`src/rtl/gcd_pkg.sv`:
```
// rtl/gcd_pkg.sv - shared width default and FSM state encoding for the gcd block
// Contents: GCD_WIDTH (default operand/result width), gcd_state_t with the
// IDLE / CALC / DONE state constants used by the control FSM.
package gcd_pkg;

  localparam int GCD_WIDTH = 8;

  typedef logic [1:0] gcd_state_t;

  localparam gcd_state_t IDLE = 2'd0;
  localparam gcd_state_t CALC = 2'd1;
  localparam gcd_state_t DONE = 2'd2;

endpackage

```
`src/rtl/gcd_datapath.sv`:
```
// rtl/gcd_datapath.sv - operand registers, comparator and subtractor for gcd
// Ports:
//   clk, rst_n      clock, asynchronous active-low reset (clears ra/rb)
//   load            capture a/b into ra/rb
//   step            one subtraction step: reduce the larger register by the smaller
//   a, b            operands (sampled only when load=1)
//   ra              current value of ra (the result once ra == rb)
//   any_zero        ra == 0 or rb == 0
//   equal           ra == rb
module gcd_datapath
  import gcd_pkg::*;
#(
  parameter int WIDTH = GCD_WIDTH
) (
  input  logic             clk,
  input  logic             rst_n,
  input  logic             load,
  input  logic             step,
  input  logic [WIDTH-1:0] a,
  input  logic [WIDTH-1:0] b,
  output logic [WIDTH-1:0] ra,
  output logic             any_zero,
  output logic             equal
);

  logic [WIDTH-1:0] ra_q, ra_d;
  logic [WIDTH-1:0] rb_q, rb_d;

  always_comb begin
    ra_d = ra_q;
    rb_d = rb_q;
    if (load) begin
      ra_d = a;
      rb_d = b;
    end else if (step) begin
      // Only the larger value is reduced, so the difference never wraps.
      if (ra_q > rb_q) begin
        ra_d = ra_q - rb_q;
      end else begin
        rb_d = rb_q - ra_q;
      end
    end
  end

  always_ff @(posedge clk or negedge rst_n) begin
    if (!rst_n) begin
      ra_q <= '0;
      rb_q <= '0;
    end else begin
      ra_q <= ra_d;
      rb_q <= rb_d;
    end
  end

  assign ra       = ra_q;
  assign any_zero = (ra_q == '0) || (rb_q == '0);
  assign equal    = (ra_q == rb_q);

endmodule

```
`src/rtl/gcd.sv`:
```
// rtl/gcd.sv - subtractive GCD engine with IDLE/CALC/DONE control FSM
// Ports:
//   clk, rst_n  clock, asynchronous active-low reset
//   a, b        unsigned operands, captured on the edge that accepts start
//   start       begin a computation; honoured only in IDLE
//   y           registered result, held until the next completion
//   done        registered one-cycle completion pulse (high while in DONE)
//   error       registered flag, 1 when an operand was zero; held like y
module gcd
  import gcd_pkg::*;
#(
  parameter int WIDTH = GCD_WIDTH
) (
  input  logic             clk,
  input  logic             rst_n,
  input  logic [WIDTH-1:0] a,
  input  logic [WIDTH-1:0] b,
  input  logic             start,
  output logic [WIDTH-1:0] y,
  output logic             done,
  output logic             error
);

  gcd_state_t       state_q, state_d;
  logic [WIDTH-1:0] y_q, y_d;
  logic             done_q, done_d;
  logic             error_q, error_d;

  logic             load;
  logic             step;
  logic [WIDTH-1:0] ra;
  logic             any_zero;
  logic             equal;

  gcd_datapath #(
    .WIDTH(WIDTH)
  ) u_datapath (
    .clk     (clk),
    .rst_n   (rst_n),
    .load    (load),
    .step    (step),
    .a       (a),
    .b       (b),
    .ra      (ra),
    .any_zero(any_zero),
    .equal   (equal)
  );

  always_comb begin
    state_d = state_q;
    y_d     = y_q;
    error_d = error_q;
    done_d  = 1'b0;
    load    = 1'b0;
    step    = 1'b0;
    case (state_q)
      IDLE: begin
        if (start) begin
          load    = 1'b1;
          state_d = CALC;
        end
      end
      CALC: begin
        // Zero check comes first so a=b=0 reports an error, not a result.
        if (any_zero) begin
          y_d     = '0;
          error_d = 1'b1;
          done_d  = 1'b1;
          state_d = DONE;
        end else if (equal) begin
          y_d     = ra;
          error_d = 1'b0;
          done_d  = 1'b1;
          state_d = DONE;
        end else begin
          step = 1'b1;
        end
      end
      DONE: begin
        // done_q was set on entry; it drops as we leave.
        state_d = IDLE;
      end
      default: begin
        state_d = IDLE;
      end
    endcase
  end

  always_ff @(posedge clk or negedge rst_n) begin
    if (!rst_n) begin
      state_q <= IDLE;
      y_q     <= '0;
      done_q  <= 1'b0;
      error_q <= 1'b0;
    end else begin
      state_q <= state_d;
      y_q     <= y_d;
      done_q  <= done_d;
      error_q <= error_d;
    end
  end

  assign y     = y_q;
  assign done  = done_q;
  assign error = error_q;

endmodule

```
`config.mk`:
```
export PLATFORM = sky130hd
export DESIGN_NAME = gcd
export DESIGN_NICKNAME = d
export VERILOG_FILES = /design/src/rtl/gcd_pkg.sv /design/src/rtl/gcd_datapath.sv /design/src/rtl/gcd.sv
export SDC_FILE = /design/constraint.sdc
export NUM_CORES = 1
export LEC_CHECK = 0
export BUFFER_PORTS_ARGS = -buffer_cell sky130_fd_sc_hd__buf_2
export CORE_MARGIN = 1
export CORE_UTILIZATION = 35
export DETAILED_ROUTE_END_ITERATION = 10
export SLEW_MARGIN = 10
export SYNTH_ARGS = -nofsm -noshare
export SYNTH_HDL_FRONTEND = slang
export SYNTH_SLANG_ARGS = --single-unit
```
`constraint.sdc`:
```
create_clock -name clk -period 5.7 [get_ports clk]
set_clock_uncertainty 0.15 [all_clocks]
set_input_delay 0.57 -clock clk [delete_from_list [all_inputs] [get_ports clk]]
set_output_delay 0.57 -clock clk [all_outputs]
set_load 0.01 [all_outputs]
```
==> run_results.csv, run 1 <==
group,metric,value,unit
clocking,post_cts.repair.setup_buffers,0,
global_route,grt_start_max_net_pins,29,
timing,timing.fmax,350,MHz
min_path,hold_class,"in2async",
logic_synthesis,edff_count_synth,0,
floorplan,num_io_pins,29,
floorplan,die_width,77.6,um
logic_synthesis,synth_compound_gate_area_share,0.224,
drt,ant_nets,0,
timing,final_hold_viol_count,0,
worst_setup_path,critical_path_required,5.72,ns
worst_setup_path,crit_family,"compound AO/OA/AOI/OAI gates",
global_route,global_route_usage_over_all_layers,0.185,
worst_setup_path,crit_buf_inv,1,
drt,routed_via_count,1716,
global_route,antenna_found_initial,0,
floorplan,start_util,0.363,
timing,rsz0062_at_grt,"no",
clocking,post_cts_resized,0,
logic_synthesis,async_reset_ff_frac,1.00,
placement,detailedPlacementHpwl,4100,um
global_route,grt_pass1_vias,1700,
clocking,cts_buffers,3,
global_route,globalRouteOverflowTotal,0,
logic_synthesis,synth_xor_area_frac,0.0263,
placement,standard_cell_area_after_detailed_placement,2160,um^2
logic_synthesis,synth_nets,253,
worst_setup_path,timing.critical_path.to_type,"register",
clocking,clock_tree.htree_level_count,1,
logic_synthesis,synth-warning-count,0,
finish,area.growth.synth_to_final,10.9,%
logic_synthesis,postSynth.topFlopCell,"dfrtp_1",
floorplan,floorplan.rows,27,
logic_synthesis,synth_mux_area_frac,0.0200,
worst_setup_path,worstPathCellList,"inv_1 > ha_1 > fa_1 > nand2b_1 > a211oi_2 > or3_1 > a21oi_1 > a221o_1",
job,max_cap_viol_count,0,
timing,timing.setup.tns,0,ns
timing,max_slew.worst_pin.slew,0.698,ns
logic_synthesis,avgSynthCellArea,9.22,um^2
finish,finish.instance_area,2220,um^2
drt,drt_pre_antenna_iters,4,
drt,drt_iter0_drc,65,
logic_synthesis,synthesis.instances,217,
placement,post-place-ws,2.87,ns
floorplan,die_h,77.6,um
worst_setup_path,crit_arrival,2.88,ns
timing,final_period_minus_worst_setup_slack,2.86,ns
clocking,cts_num_sinks,28,
clocking,clk_pin_slew_worst_paths,0.10,ns
logic_synthesis,synth_cell_types,50,
placement,numPortBuffers,28,
logic_synthesis,synth-simple-area-share,0.193,
clocking,cts_max_path_buffers,2,
logic_synthesis,synth-seq-area-share,0.350,
finish,share_of_post_route_cells_with_drive_strength_above_1,0.180,
finish,final_net_count,276,
worst_setup_path,timing.reg2reg.setup_slack,2.84,ns
logic_synthesis,synth-adder-area-share,0.114,
run_status,status,"complete, no violations",
worst_setup_path,slowest_stage,"dfrtp_1",
timing,setup_viol,0,
timing,drv_slew,0,
floorplan,coreArea,5510,um^2
logic_synthesis,synthesis.area,2000,um^2
logic_synthesis,yosys_register_bits,28,
drt,post_route_drc,0,
drt,wl_per_cell,16.7,um
drt,finalWirelength,5200,um
clocking,cts_tree,"yes",
drt,viasPerCell,5.52,
worst_setup_path,timing.setup.critical_path_class,"reg2reg",
logic_synthesis,synth_top_family_by_area,"compound AO/OA/AOI/OAI gates",
placement,gpl.final_weighted_congestion,0.924,
worst_setup_path,timing.critical_path.from_type,"register",
worst_setup_path,worst-path-max-fanout,9,
timing,hold_ws,0.151,ns
clocking,cts_hold_buffers,0,
timing,min_period_over_period,0.501,
timing,min_setup_slack_post_route,2.84,ns
global_route,first_pass_grt_wire_length,8460,um
timing,max_slew_margin_vs_limit,0.535,
clocking,clock_insertion_delay_worst_skew,0.28,ns
finish,n_antenna_cell,0,
worst_setup_path,max_stage_delay,0.46,ns
clocking,ctsRootBufferMaster,"clkbuf_8",
floorplan,die_area,6020,um^2
kinds of logic (layout without fill, tap and decap cells):
family / after synthesis / in the layout
AND/OR/NAND/NOR: 75 / 75
AO/OA/AOI/OAI: 56 / 56
buffers and inverters: 31 / 53
flip-flops: 28 / 28
adder cells (fa/ha/maj): 17 / 17
XOR/XNOR: 6 / 6
multiplexers: 4 / 4
registers in the layout (all words and copies together), names as in the netlist:
signal / count
u_datapath.ra: 8
u_datapath.rb_q: 8
y: 8
state_q: 2
done: 1
error: 1
synth_stat cells (3+ instances only):
cell type,instances,share of area
a221o_1,7,0.035
xnor2_1,4,0.018
buf_2,5,0.013
a31oi_1,3,0.0094
a21oi_1,6,0.015
mux2i_1,4,0.020
nand2_1,24,0.045
o21ai_0,5,0.013
o31ai_1,8,0.030
and2_1,3,0.0094
or3_1,4,0.013
nor2_1,13,0.024
inv_1,21,0.039
o211ai_1,6,0.023
ha_1,15,0.094
a221oi_1,3,0.013
and3_1,4,0.013
nor4_1,6,0.019
dfrtp_1,28,0.35
nand4_1,5,0.016
cell type report:
type	count	area, um^2
tap	72	90.1
multi-input combinational	158	1150
inverter	21	78.8
clock buffer	4	55.1
sequential	28	701
fill	576	3290
timing repair buffer	28	140
per-stage QoR:
step	instances	util
after floorplan	217	-
after global placement	307	0.393
after detailed placement	307	0.393
after CTS	311	0.403
after global routing	311	0.403
final	311	0.403
path summary, 6_finish.rpt:
kind | cells past startpoint | to | start
worst min register to register | 2 | error | error
worst min-delay path | 1 | y[1] | rst_n
worst max-delay path | 8 | u_datapath.ra[4] | u_datapath.ra[0]
min in group clk | 2 | error | error
max in group asynchronous | 1 | u_datapath.rb_q[4] | rst_n
worst max register to register | 8 | u_datapath.ra[4] | u_datapath.ra[0]
metal layers:
metal  track usage  up-vias  routed length (um)
li1              -      837                   -
met1         0.253      798                2390
met2         0.273       68                2270
met3        0.0388       13                 384
met4        0.0943        0                 151
met5             0        -                   0
layout by cell type (no fill, tap or decap), types with 3 or more instances in the layout:
master / instances
dfrtp_1: 28
buf_2: 28
nand2_1: 24
inv_1: 21
ha_1: 15
nor2_1: 13
o31ai_1: 8
a221o_1: 7
nor4_1: 6
o211ai_1: 6
a21oi_1: 6
nand4_1: 5
o21ai_0: 5
or3_1: 4
xnor2_1: 4
and3_1: 4
mux2i_1: 4
clkbuf_8: 4
and2_1: 3
a221oi_1: 3
a31oi_1: 3
Power of run 1 is not shown: default switching activity piles up to over one toggle a cycle in this logic, so the estimate is an artifact.
==> inputs of run 2 (changes only) <==
--- a/config.mk
+++ b/config.mk
@@ -5,6 +5,7 @@
 export SDC_FILE = /design/constraint.sdc
 export NUM_CORES = 1
 export LEC_CHECK = 0
+export ABC_AREA = 1
 export BUFFER_PORTS_ARGS = -buffer_cell sky130_fd_sc_hd__buf_2
 export CORE_MARGIN = 1
 export CORE_UTILIZATION = 35
==> constraint.sdc (replaced) <==
create_clock -name clk -period 2.7 [get_ports clk]
set_clock_uncertainty 0.15 [all_clocks]
set_input_delay 0.27 -clock clk [delete_from_list [all_inputs] [get_ports clk]]
set_output_delay 0.27 -clock clk [all_outputs]
set_load 0.01 [all_outputs]
==> run_results.csv, run 2 <==
group,metric,value,unit
run_status,status,"complete, no violations",
min_path,timing.hold.worst_path_depth,5,
floorplan,die_width,82.5,um
global_route,antenna_found_initial,0,
worst_setup_path,timing.setup.critical_path_class,"reg2reg",
global_route,grt_start_max_net_pins,30,
timing,setup_viol,0,
drt,drt_iter0_drc,136,
drt,drt_pre_antenna_iters,4,
clocking,cts_buffers,3,
placement,detailedPlacementHpwl,4280,um
logic_synthesis,async_reset_ff_frac,1.00,
finish,share_of_post_route_cells_with_drive_strength_above_1,0.183,
floorplan,die_h,82.5,um
logic_synthesis,synth_nets,371,
min_path,hold_class,"in2reg",
timing,hold_ws,0.132,ns
min_path,hold-path-endpoint,"u_datapath.rb_q[6]",
min_path,min_from,"b[6]",
global_route,first_pass_grt_wire_length,8740,um
timing,min_period_over_period,0.863,
logic_synthesis,synthesis.area,2270,um^2
worst_setup_path,crit_arrival,2.33,ns
logic_synthesis,synth_commonest_cells,"135 x nand2_1, 52 x inv_1, 35 x nand3_1",
finish,utilization,0.414,
finish,most_common_library_cell_in_the_layout_ignoring_fill_and_taps,"nand2_1",
floorplan,num_io_pins,29,
worst_setup_path,crit_buf_inv,3,
logic_synthesis,netlist.top_cell.by_area,"dfrtp_1",
logic_synthesis,synthesis.instances,335,
logic_synthesis,post_synth_top_area_share,0.309,
timing,drv_slew,0,
floorplan,die_area,6810,um^2
worst_setup_path,rr_worst_depth,11,
clocking,clock_insertion_delay_worst_skew,0.28,ns
timing,max_slew_margin_vs_limit,0.528,
clocking,post_cts.repair.setup_buffers,0,
floorplan,floorplan.rows,28,
worst_setup_path,slowest_stage,"ha_1",
logic_synthesis,postSynth.topFlopCell,"dfrtp_1",
drt,finalWirelength,5500,um
timing,timing.setup.tns,0,ns
worst_setup_path,crit_family,"simple AND/OR/NAND/NOR gates",
clocking,clock_tree.htree_level_count,1,
worst_setup_path,worst-path-max-fanout,20,
worst_setup_path,timing.critical_path.from_type,"register",
worst_setup_path,timing.critical_path.to_type,"register",
finish,final_net_count,398,
timing,final_period_minus_worst_setup_slack,2.33,ns
timing,rsz0062_at_grt,"no",
timing,max_slew.worst_pin.slew,0.708,ns
timing,timing.fmax,429,MHz
floorplan,coreArea,6100,um^2
finish,n_antenna_cell,0,
drt,ant_nets,0,
logic_synthesis,synth.top_cells.by_area,"dfrtp_1 31%, nand2_1 22%, inv_1 8.6%",
logic_synthesis,edff_count_synth,0,
global_route,globalRouteOverflowTotal,0,
worst_setup_path,crit-reg2reg-launch,"u_datapath.ra[4]",
drt,post_route_drc,0,
clocking,cts_max_path_buffers,2,
global_route,grt_pass1_vias,1852,
floorplan,start_util,0.372,
worst_setup_path,timing.reg2reg.setup_slack,0.37,ns
worst_setup_path,timing.rr.end,"y[1]",
clocking,cts_num_sinks,28,
logic_synthesis,yosysMostFrequentCell,"nand2_1",
finish,mostFrequentLayoutCells,"135 x nand2_1, 52 x inv_1, 35 x nand3_1",
clocking,post_cts_resized,0,
clocking,clk_pin_slew_worst_paths,0.10,ns
job,max_cap_viol_count,0,
clocking,cts_tree,"yes",
logic_synthesis,avgSynthCellArea,6.77,um^2
drt,viasPerCell,4.65,
placement,numPortBuffers,28,
clocking,cts_hold_buffers,1,
placement,gpl.final_weighted_congestion,0.844,
logic_synthesis,synth-seq-area-share,0.309,
logic_synthesis,synth-warning-count,0,
worst_setup_path,worstPathCellList,"inv_1 > ha_1 > nand2_2 > nor2_4 > inv_2 > nor2_4 > nor2_4 > inv_2 > nand2_2 > nand2_2 > o21ai_2",
drt,routed_via_count,2026,
worst_setup_path,max_stage_delay,0.44,ns
drt,wl_per_cell,12.6,um
finish,area.growth.synth_to_final,11.1,%
global_route,global_route_usage_over_all_layers,0.172,
worst_setup_path,critical_path_required,2.71,ns
logic_synthesis,synth_cell_types,23,
timing,final_hold_viol_count,0,
clocking,ctsRootBufferMaster,"clkbuf_8",
logic_synthesis,yosys_register_bits,28,
==> run 2: changes by cell type after synthesis, sizes merged, moves of 7 or more <==
cell   delta
nand2   +126
nand3    +36
inv      +33
o21ai     +9
o31ai     -9
a221o     -7
==> run 2: cell type report <==
cell class	instances	area, um^2
inverter	54	203
fill	654	3570
sequential	28	701
multi-input combinational	245	1310
tap	75	93.8
timing repair buffer	30	158
clock buffer	4	55.1
==> run 2: logic make-up (layout without fill, tap and decap cells) <==
kind of cell,Yosys count,after routing,synth area share
AO/OA/AOI/OAI,19,19,0.0568
XOR/XNOR,2,2,0.00772
adder cells (fa/ha/maj),17,17,0.100
buffers and inverters,62,88,0.113
flip-flops,28,28,0.309
AND/OR/NAND/NOR,207,207,0.413
==> run 2: stage by stage <==
stage,area [um^2],instances,setup WS [ns]
2_1_floorplan,2270,335,0.777
4_1_cts,2520,436,0.383
3_5_place_dp,2460,431,0.406
6_report,2520,436,0.371
5_1_grt,2520,436,0.224
3_3_place_gp,2460,431,0.427
==> run 2: layer usage <==
layer | part of all wire | vias to the layer above | GRT usage
met5 | 0 | - | 0
met4 | 0.00073 | 0 | 0.0103
met3 | 0.029 | 2 | 0.0264
met2 | 0.45 | 26 | 0.293
met1 | 0.52 | 927 | 0.239
li1 | - | 1071 | -
==> run 2: worst max-delay path by stage <==
stage          cells after the start          endpoint  slack [ns]        startpoint
6_report                          11              y[1]        0.37  u_datapath.ra[4]
4_1_cts                           11              y[1]        0.38  u_datapath.ra[4]
2_1_floorplan                     12  u_datapath.ra[7]        0.78  u_datapath.ra[0]
3_3_place_gp                      11              y[1]        0.43  u_datapath.ra[4]
3_5_place_dp                      11              y[5]        0.41  u_datapath.ra[4]
5_1_grt                           11              y[3]        0.22  u_datapath.ra[4]
==> run 2: worst reg2reg max path, cell delays in order (launching register included) <==
cell and delay, ns:
dfrtp_1 0.43, inv_1 0.09, ha_1 0.44, nand2_2 0.14, nor2_4 0.15, inv_2 0.05
nor2_4 0.11, nor2_4 0.07, inv_2 0.05, nand2_2 0.30, nand2_2 0.17, o21ai_2 0.06
Power of run 2 is left out for the same reason.
==> inputs of run 3 (changes only) <==
--- a/config.mk
+++ b/config.mk
@@ -10,6 +10,7 @@
 export CORE_MARGIN = 1
 export CORE_UTILIZATION = 35
 export DETAILED_ROUTE_END_ITERATION = 10
+export PLACE_DENSITY = 0.58
 export SLEW_MARGIN = 10
 export SYNTH_ARGS = -nofsm -noshare
 export SYNTH_HDL_FRONTEND = slang
==> run_results.csv, run 3 (same netlist as run 2, synthesis figures left out) <==
group,metric,value,unit
worst_setup_path,crit_family,"simple AND/OR/NAND/NOR gates",
min_path,timing.hold.worst_path_depth,5,
clocking,cts_max_path_buffers,2,
global_route,global_route_usage_over_all_layers,0.173,
worst_setup_path,timing.setup.critical_path_class,"reg2reg",
worst_setup_path,crit_buf_inv,3,
floorplan,coreArea,6100,um^2
timing,setup_viol,0,
timing,timing.setup.tns,0,ns
global_route,antenna_found_initial,0,
clocking,post_cts_resized,0,
timing,max_slew_margin_vs_limit,0.551,
timing,min_period_over_period,0.853,
placement,numPortBuffers,28,
finish,n_antenna_cell,0,
clocking,cts_tree,"yes",
clocking,ctsRootBufferMaster,"clkbuf_8",
global_route,grt_start_max_net_pins,30,
run_status,status,"complete, no violations",
worst_setup_path,crit_arrival,2.31,ns
clocking,cts_num_sinks,28,
drt,wl_met3,259,um
finish,most_common_library_cell_in_the_layout_ignoring_fill_and_taps,"nand2_1",
timing,final_hold_viol_count,0,
timing,final_period_minus_worst_setup_slack,2.30,ns
drt,routed_via_count,2023,
worst_setup_path,worstPathCellList,"inv_1 > ha_1 > nand2_2 > nor2_4 > inv_2 > nor2_4 > nor2_4 > inv_2 > nand2_2 > nand2_2 > o21ai_2",
drt,top_signal_layer_used,"met4",
clocking,clock_tree.htree_level_count,1,
finish,share_of_post_route_cells_with_drive_strength_above_1,0.183,
floorplan,die_area,6810,um^2
drt,wl_per_cell,12.3,um
timing,max_slew.worst_pin.slew,0.674,ns
finish,area.growth.synth_to_final,11.9,%
worst_setup_path,worst-path-max-fanout,20,
floorplan,die_width,82.5,um
worst_setup_path,timing.critical_path.to_type,"register",
finish,final_net_count,398,
job,max_cap_viol_count,0,
placement,detailedPlacementHpwl,4220,um
timing,rsz0062_at_grt,"no",
timing,drv_slew,0,
floorplan,start_util,0.372,
floorplan,floorplan.rows,28,
worst_setup_path,rr_worst_depth,11,
drt,viasPerCell,4.64,
worst_setup_path,max_stage_delay,0.44,ns
timing,timing.fmax,434,MHz
global_route,first_pass_grt_wire_length,8800,um
global_route,grt_pass1_vias,1868,
finish,mostFrequentLayoutCells,"135 x nand2_1, 52 x inv_1, 35 x nand3_1",
drt,drt_pre_antenna_iters,4,
worst_setup_path,worst-path-stages,11,
drt,drt_iter0_drc,112,
clocking,clk_pin_slew_worst_paths,0.10,ns
drt,ant_nets,0,
worst_setup_path,slowest_stage,"dfrtp_1",
clocking,cts_buffers,3,
worst_setup_path,critical_path_required,2.71,ns
floorplan,die_h,82.5,um
drt,dr_wl_met2,2460,um
floorplan,num_io_pins,29,
drt,post_route_drc,0,
placement,gpl.final_weighted_congestion,0.917,
clocking,clock_insertion_delay_worst_skew,0.28,ns
global_route,globalRouteOverflowTotal,0,
worst_setup_path,timing.critical_path.from_type,"register",
drt,finalWirelength,5350,um
min_path,hold_class,"in2reg",
drt,wirelength_met1,2620,um
## run 3: cell types whose count changed in the layout (fill, tap and decap cells not counted), sizes merged
cell / before / now
bufinv: 0 / 1
clkbuf: 4 / 3
## run 3: layout make-up
type / instances / area [um^2]
Fill cell: 678 / 3560
Multi-Input combinational cell: 245 / 1310
Sequential cell: 28 / 701
Inverter: 54 / 203
Timing Repair Buffer: 30 / 158
Tap cell: 75 / 93.8
Clock buffer: 3 / 41.3
Clock inverter: 1 / 30.0
## run 3: tightest hold or removal path, stage by stage
cell and delay, ns:
buf_2 0.07, nand2_1 0.04, nand2_1 0.05, nand2_1 0.04, nand2_1 0.04
## run 3: through the flow
| step | setup slack, ns | instance area (um^2) | hold slack, ns | instances | util |
|---|---|---|---|---|---|
| global placement | 0.423 | 2460 | 0.190 | 431 | 0.403 |
| detailed placement | 0.399 | 2460 | 0.194 | 431 | 0.403 |
| finish | 0.398 | 2540 | 0.123 | 436 | 0.416 |
| global route | 0.239 | 2540 | 0.145 | 436 | 0.416 |
| floorplan | 0.777 | 2270 | -0.176 | 335 | - |
| CTS | 0.383 | 2540 | 0.123 | 436 | 0.416 |
## run 3: worst paths after layout
path	start	end	slack [ns]
worst max register to register	u_datapath.ra[4]	y[6]	0.40
worst min register to register	y[6]	y[6]	0.34
min in group asynchronous	rst_n	u_datapath.rb_q[3]	0.39
max in group asynchronous	rst_n	u_datapath.ra[4]	1.57
worst max-delay path	u_datapath.ra[4]	y[6]	0.40
worst min-delay path	b[6]	u_datapath.rb_q[6]	0.12
## run 3: per-layer routing
metal / track usage / vias to the layer above
met5: 0 / -
met4: 0.0207 / 0
met3: 0.0264 / 3
met2: 0.296 / 31
met1: 0.236 / 912
li1: - / 1077
## run 3: timing repair
| item | CTS | global route |
|---|---|---|
| setup buffers | 0 | 0 |
| hold buffers | 1 | 0 |
| hold endpoints to repair | 28 | 0 |
Power of run 3 is left out for the same reason.
